### config.mk
export PLATFORM = sky130hd
export DESIGN_NAME = insn_decoder
export DESIGN_NICKNAME = d
export VERILOG_FILES = /design/src/rtl/insn_decoder_pkg.sv /design/src/rtl/insn_decoder_scoreboard.sv /design/src/rtl/insn_decoder.sv
export SDC_FILE = /design/constraint.sdc
export NUM_CORES = 1
export LEC_CHECK = 0
export ABC_AREA = 1
export ABC_CLOCK_PERIOD_IN_PS = 3000
export BUFFER_PORTS_ARGS = -buffer_cell sky130_fd_sc_hd__clkbuf_2
export CAP_MARGIN = 20
export CORE_ASPECT_RATIO = 1.25
export CORE_UTILIZATION = 62
export CTS_CLUSTER_DIAMETER = 120
export CTS_CLUSTER_SIZE = 12
export DETAILED_ROUTE_END_ITERATION = 10
export PLACE_DENSITY_LB_ADDON = 0.15
export SYNTH_ARGS = -nofsm -noshare
export SYNTH_HDL_FRONTEND = slang
export SYNTH_SLANG_ARGS = --single-unit
### constraint.sdc
create_clock -name clk -period 3 [get_ports clk]
set_input_delay 0.15 -clock clk [delete_from_list [all_inputs] [get_ports clk]]
set_output_delay 0.15 -clock clk [all_outputs]
set_load 0.01 [all_outputs]
### src/rtl/insn_decoder_pkg.sv
// Shared definitions for the decode stage: widths, field positions, opcodes.
package insn_decoder_pkg;

  // Default sizing of the decode stage
  localparam int DEF_LEN_INSN      = 32;
  localparam int DEF_MEM_INSN_ADDR = 10;
  localparam int DEF_N_REG         = 32;
  localparam int DEF_LAT_WB        = 3;

  // Field widths
  localparam int LEN_OPC = 6;
  localparam int LEN_REG = 5;
  localparam int LEN_IMM = 16;
  localparam int LEN_CNT = 3;
  localparam int LAT_WB  = DEF_LAT_WB;

  // Field positions inside the instruction word
  localparam int OPC_MSB = 31;
  localparam int OPC_LSB = 26;
  localparam int RD_MSB  = 25;
  localparam int RD_LSB  = 21;
  localparam int RS1_MSB = 20;
  localparam int RS1_LSB = 16;
  localparam int RS2_MSB = 15;
  localparam int RS2_LSB = 11;
  localparam int IMM_MSB = 15;
  localparam int IMM_LSB = 0;

  // opcode bit selecting the immediate form
  localparam int OPC_IMM_BIT = LEN_OPC - 1;

  // Opcodes that never write rd
  localparam logic [LEN_OPC-1:0] OPC_NOP = 6'h00;
  localparam logic [LEN_OPC-1:0] OPC_ST  = 6'h01;
  localparam logic [LEN_OPC-1:0] OPC_BR  = 6'h02;

  // Decoded register-side fields of one instruction
  typedef struct packed {
    logic [LEN_OPC-1:0] opcode;
    logic [LEN_REG-1:0] rd;
    logic [LEN_REG-1:0] rs1;
    logic [LEN_REG-1:0] rs2;
    logic               imm_form;
    logic               we;
  } dec_t;

  // An instruction produces a register result unless it targets r0 or is NOP/ST/BR
  function automatic logic writes_rd(input logic [LEN_OPC-1:0] opc,
                                     input logic [LEN_REG-1:0] rd);
    return (rd != '0) && (opc != OPC_NOP) && (opc != OPC_ST) && (opc != OPC_BR);
  endfunction

endpackage

### src/rtl/insn_decoder_scoreboard.sv
// Per-register writeback scoreboard: one small down-counter per architectural
// register, loaded when a writer issues, read through two busy ports.
module insn_scoreboard
  import insn_decoder_pkg::*;
#(
  parameter int N_REG  = DEF_N_REG,
  parameter int LAT_WB = DEF_LAT_WB
) (
  input  logic               clk,
  input  logic               rst,
  input  logic               dec_en_i,
  input  logic               ld_en_i,
  input  logic [LEN_REG-1:0] ld_idx_i,
  input  logic [LEN_REG-1:0] rd_a_idx_i,
  input  logic [LEN_REG-1:0] rd_b_idx_i,
  output logic               busy_a_o,
  output logic               busy_b_o
);

  // The counter holds the cycles a reader must still wait. A writer issuing at
  // the end of cycle t has its result readable in cycle t+LAT_WB, so the first
  // cycle a dependent can look (t+1) still has LAT_WB-1 cycles to wait.
  localparam logic [LEN_CNT-1:0] LD_VAL = LEN_CNT'(LAT_WB - 1);

  logic [N_REG-1:0][LEN_CNT-1:0] cnt_q, cnt_d;

  // Next counter values: saturating decrement, load overrides; r0 never tracked
  always_comb begin
    cnt_d = cnt_q;
    for (int i = 1; i < N_REG; i++) begin
      if (dec_en_i && (cnt_q[i] != '0)) cnt_d[i] = cnt_q[i] - LEN_CNT'(1);
      if (ld_en_i && (ld_idx_i == LEN_REG'(i))) cnt_d[i] = LD_VAL;
    end
    cnt_d[0] = '0;
  end

  // Counter array register
  always_ff @(posedge clk or negedge rst) begin
    if (!rst) cnt_q <= '0;
    else      cnt_q <= cnt_d;
  end

  // Busy read ports; out-of-range or r0 indices are never busy
  always_comb begin
    busy_a_o = 1'b0;
    busy_b_o = 1'b0;
    if ((rd_a_idx_i != '0) && (32'(rd_a_idx_i) < N_REG)) busy_a_o = (cnt_q[rd_a_idx_i] != '0);
    if ((rd_b_idx_i != '0) && (32'(rd_b_idx_i) < N_REG)) busy_b_o = (cnt_q[rd_b_idx_i] != '0);
  end

endmodule

### src/rtl/insn_decoder.sv
// Decode stage: registers the fetched word, splits it into fields and holds
// dependent instructions back until their source registers are written back.
module insn_decoder
  import insn_decoder_pkg::*;
#(
  parameter int LEN_INSN      = DEF_LEN_INSN,
  parameter int MEM_INSN_ADDR = DEF_MEM_INSN_ADDR,
  parameter int N_REG         = DEF_N_REG,
  parameter int LAT_WB        = DEF_LAT_WB
) (
  input  logic                     clk,
  input  logic                     rst,
  input  logic                     valid_i,
  output logic                     stall_o,
  input  logic [LEN_INSN-1:0]      insn_i,
  input  logic [MEM_INSN_ADDR-1:0] addr_i,
  output logic                     valid_o,
  input  logic                     stall_i,
  output logic [LEN_OPC-1:0]       opcode_o,
  output logic [LEN_REG-1:0]       rd_o,
  output logic [LEN_REG-1:0]       rs1_o,
  output logic [LEN_REG-1:0]       rs2_o,
  output logic [LEN_INSN-1:0]      imm_o,
  output logic                     we_o,
  output logic [MEM_INSN_ADDR-1:0] addr_o,
  output logic                     hazard_o
);

  logic                     vld_q, vld_d;
  logic [LEN_INSN-1:0]      insn_q, insn_d;
  logic [MEM_INSN_ADDR-1:0] addr_q, addr_d;
  logic [LEN_IMM-1:0]       imm_raw;
  dec_t                     dec;
  logic                     busy_rs1, busy_rs2;
  logic                     hazard, issue;

  // Capture the fetcher output unless interlocked or backpressured
  always_comb begin
    vld_d  = vld_q;
    insn_d = insn_q;
    addr_d = addr_q;
    if (!stall_o) begin
      vld_d  = valid_i;
      insn_d = insn_i;
      addr_d = addr_i;
    end
  end

  // Pipeline register between fetch and decode
  always_ff @(posedge clk or negedge rst) begin
    if (!rst) begin
      vld_q  <= 1'b0;
      insn_q <= '0;
      addr_q <= '0;
    end else begin
      vld_q  <= vld_d;
      insn_q <= insn_d;
      addr_q <= addr_d;
    end
  end

  // Field split of the held word; rs2 is meaningless in immediate form
  always_comb begin
    dec          = '0;
    dec.opcode   = insn_q[OPC_MSB:OPC_LSB];
    dec.rd       = insn_q[RD_MSB:RD_LSB];
    dec.rs1      = insn_q[RS1_MSB:RS1_LSB];
    dec.imm_form = dec.opcode[OPC_IMM_BIT];
    dec.rs2      = dec.imm_form ? '0 : insn_q[RS2_MSB:RS2_LSB];
    dec.we       = writes_rd(dec.opcode, dec.rd);
    imm_raw      = insn_q[IMM_MSB:IMM_LSB];
  end

  insn_scoreboard #(
    .N_REG  (N_REG),
    .LAT_WB (LAT_WB)
  ) u_sb (
    .clk        (clk),
    .rst        (rst),
    .dec_en_i   (~stall_i),
    .ld_en_i    (issue & dec.we),
    .ld_idx_i   (dec.rd),
    .rd_a_idx_i (dec.rs1),
    .rd_b_idx_i (dec.rs2),
    .busy_a_o   (busy_rs1),
    .busy_b_o   (busy_rs2)
  );

  // Interlock and handshake: a bubble never stalls the fetcher
  always_comb begin
    hazard  = vld_q & (busy_rs1 | (~dec.imm_form & busy_rs2));
    valid_o = vld_q & ~hazard;
    stall_o = hazard | (vld_q & stall_i);
    issue   = valid_o & ~stall_i;
  end

  // Output fields straight from the held register
  always_comb begin
    opcode_o = dec.opcode;
    rd_o     = dec.rd;
    rs1_o    = dec.rs1;
    rs2_o    = dec.rs2;
    we_o     = dec.we;
    imm_o    = dec.imm_form ? {{(LEN_INSN-LEN_IMM){imm_raw[LEN_IMM-1]}}, imm_raw} : '0;
    addr_o   = addr_q;
    hazard_o = hazard;
  end

endmodule

==> summary.txt <==
outcome: finished clean
Clock Path Buffers: 2
Die H: 136 µm
total power draw: 12.6 mW
Compound-Gate Fraction of Synth Area: 4.60%
Peak VDD IR: 938 µV
P per Cell Area: 1210 nW/µm²
most common cell after layout, fill and taps aside: nand2_1
Routed WL: 23.6 mm
Post-Syn Nets: 1,318
Power Internal: 6.43 mW
Initial DRC Count: 744
fin worst setup slack: 195 ps
hold violation total from the final report: 0
crit path launch: insn_q[11]
switching share of power: 49.0%
cell taking the most area after synthesis: dfrtp_1
Post-synth EDFFs: 0
Area Overhead vs Synth: 17.5%
GRT overflow: 0
period utilization: 93.5%
Synth Register Bits: 136
multiplexer share of the synthesized area: 0%
postcts setup bufs: 0
die area: 14,800 µm²
Hold Path Class: input pin to asynchronous set/reset pin
Post-DRT Antenna Nets: 0
top cell type's share of synthesized area: 38.3%
Via density: 5.40
startpoint type of the worst setup path: register
Yosys cell types: 26
I/O Buffers: 112
largest net degree at the start of global routing: 71
CTS tree: yes
DIE WIDTH: 109 µm
first-pass GRT wire length: 38.5 mm
Tmin final: 2810 ps
vias in the first global route: 8,040
fraction of layout cells with a size suffix above 1: 12.8%
Core Region: 13,900 µm²
largest fanout on the critical path: 44
initial antenna violation count: 0
WL per Instance: 15.5 µm
root buffer cell: clkbuf_16
placed instance area: 9380 µm²
Via Count: 8,229
drc violations: 0
cells taking the most area after synthesis: dfrtp_1 38%, nand2_1 14%, inv_1 9.7%
Worst Reg-to-Reg Cells: 15
Post-Synth XOR/XNOR Area: 6.11%
Slew @ Worst Pin: 708 ps
Pins Over Slew Limit: 0
RSZ-0062 raised after global routing: no
Syn. warnings: 0
Clock Power Share: 16.8%
slowest CP cell: dfrtp_1
most frequent cells in the layout: 342 x nand2_1, 230 x inv_1, 135 x dfrtp_1
Comb pwr share: 54.4%
CP Capture Type: output port
Max Fclk: 0.357 GHz
setup skew after layout: 11.3 ps
Cell Chain, Critical Path: buf_4 -> nand2_1 -> inv_1 -> nand4_1 -> nand3_1 -> nor2_1 -> nor2_1 -> nand2_1 -> nand3_1 -> nand2_2 -> nor2_4 -> nand2_4 -> nand2_8 -> inv_1 -> clkbuf_2
Max-slew headroom: 52.7%
Detail Placement HPWL: 15.8 mm
Mapped Area: 8890 µm²
# nets final: 1,444
CTS H-Tree Depth: 4
largest family of logic cells by synthesized area: simple AND/OR/NAND/NOR gates
n_diodes: 0
simple-gate share of the synthesized area: 27.6%
sequential share of power: 28.8%
CTS Buf Count: 17
Arr. time, crit path: 2660 ps
Starting Density: 64.1%
worst endpoint required time: 2850 ps
adder-cell share of the synthesized area: 8.73%
delay of the slowest critical-path stage: 570 ps
Setup WS pre-CTS: 477 ps
CP Class: register to output port
DRT Pass-1 Iters: 6
Placement Rows: 48
Most used DFF post-synth: dfrtp_1
final setup violation count: 0
gr usage total: 34.2%
cells after synthesis: 1,210
register area share after synthesis: 38.3%
setup TNS: 0 ps
clk slew on worst S/H paths: 60 ps
ys async rst share: 100%
Mean Syn Cell Area: 7.34 µm²
total of max-cap violations: 0
worst skew pair latency: 430 ps
Pleak: 6.09 nW
GPL Wtd Cong: 0.917
launch point of the worst reg-to-reg path: insn_q[11]
Ports: 113
clock sinks: 136
Final Cell Area: 10,400 µm²
Switching Power: 6.17 mW
==> through the flow <==
stage          hold WS, ps  std cells  util (%)
6_report               262       1524      75.2
3_3_place_gp           211       1448      67.6
3_5_place_dp           209       1448      67.6
2_1_floorplan         -146       1210         -
5_1_grt                353       1524      75.2
4_1_cts                325       1524      75.1
==> repair_timing <==
action                     4_1_cts  5_1_grt
hold buffers                    44        0
setup endpoints to repair        0        1
hold endpoints to repair       110        0
resized for setup                0        4
==> registers in the layout (all words and copies together) (netlist names) <==
signal	count
addr_o	10
u_sb.cnt_q	93
insn_q	32
vld_q	1
==> cell usage after synthesis (all sizes together) (12+ instances only) <==
| cell | count |
|---|---|
| ha | 62 |
| nor2 | 57 |
| nand3 | 102 |
| xor2 | 62 |
| dfrtp | 136 |
| nand2 | 346 |
| clkbuf | 12 |
| nand4 | 53 |
| inv | 231 |
| o21ai | 40 |
| a21oi | 37 |
| buf | 55 |
==> routing by layer <==
layer / vias to the layer above / routed length, µm / GRT usage (%)
met4: 0 / 897 / 16.4
met2: 373 / 11600 / 57.9
li1: 3960 / - / -
met5: - / 0 / 0
met3: 73 / 1810 / 7.05
met1: 3823 / 9290 / 41.1
==> worst max-delay path, delay by kind of cell, from the launching register on <==
| kind | cells | cell delay, ps |
|---|---|---|
| buf+inv | 4 | 560 |
| flops | 1 | 570 |
| simple gates | 11 | 1080 |
==> kinds of logic after synthesis <==
kind of cell,count (synthesis)
xor+xnor,62
compound gates,80
buf+inv,300
simple gates,570
fa+ha+maj,62
flops,136
==> path summary, 6_finish.rpt <==
check | slack (ps) | to
max | 190 | stall_o
min | 260 | u_sb.cnt_q[35]
max reg2reg | 480 | u_sb.cnt_q[41]
min reg2reg | 510 | insn_q[9]
max in group asynchronous | 1900 | u_sb.cnt_q[37]
min in group clk | 450 | insn_q[14]
==> power groups by stage <==
stage,logic (mW),clock network [mW],registers [mW]
2_1_floorplan,5.18,0,3.41
3_3_place_gp,6.41,0,3.57
3_5_place_dp,6.53,0,3.59
4_1_cts,6.69,2.13,3.58
5_1_grt,7.78,2.20,3.73
6_report,6.85,2.12,3.63
==> area by class of cell <==
| type | instances | area (µm²) |
|---|---|---|
| Inverter | 233 | 878 |
| Sequential cell | 136 | 3400 |
| Timing Repair Buffer | 174 | 1140 |
| Fill cell | 1020 | 3430 |
| Multi-Input combinational cell | 774 | 4200 |
| Tap cell | 175 | 219 |
| Clock buffer | 20 | 457 |
| Clock inverter | 12 | 140 |
Note: power is estimated with default switching activity, not from simulation.
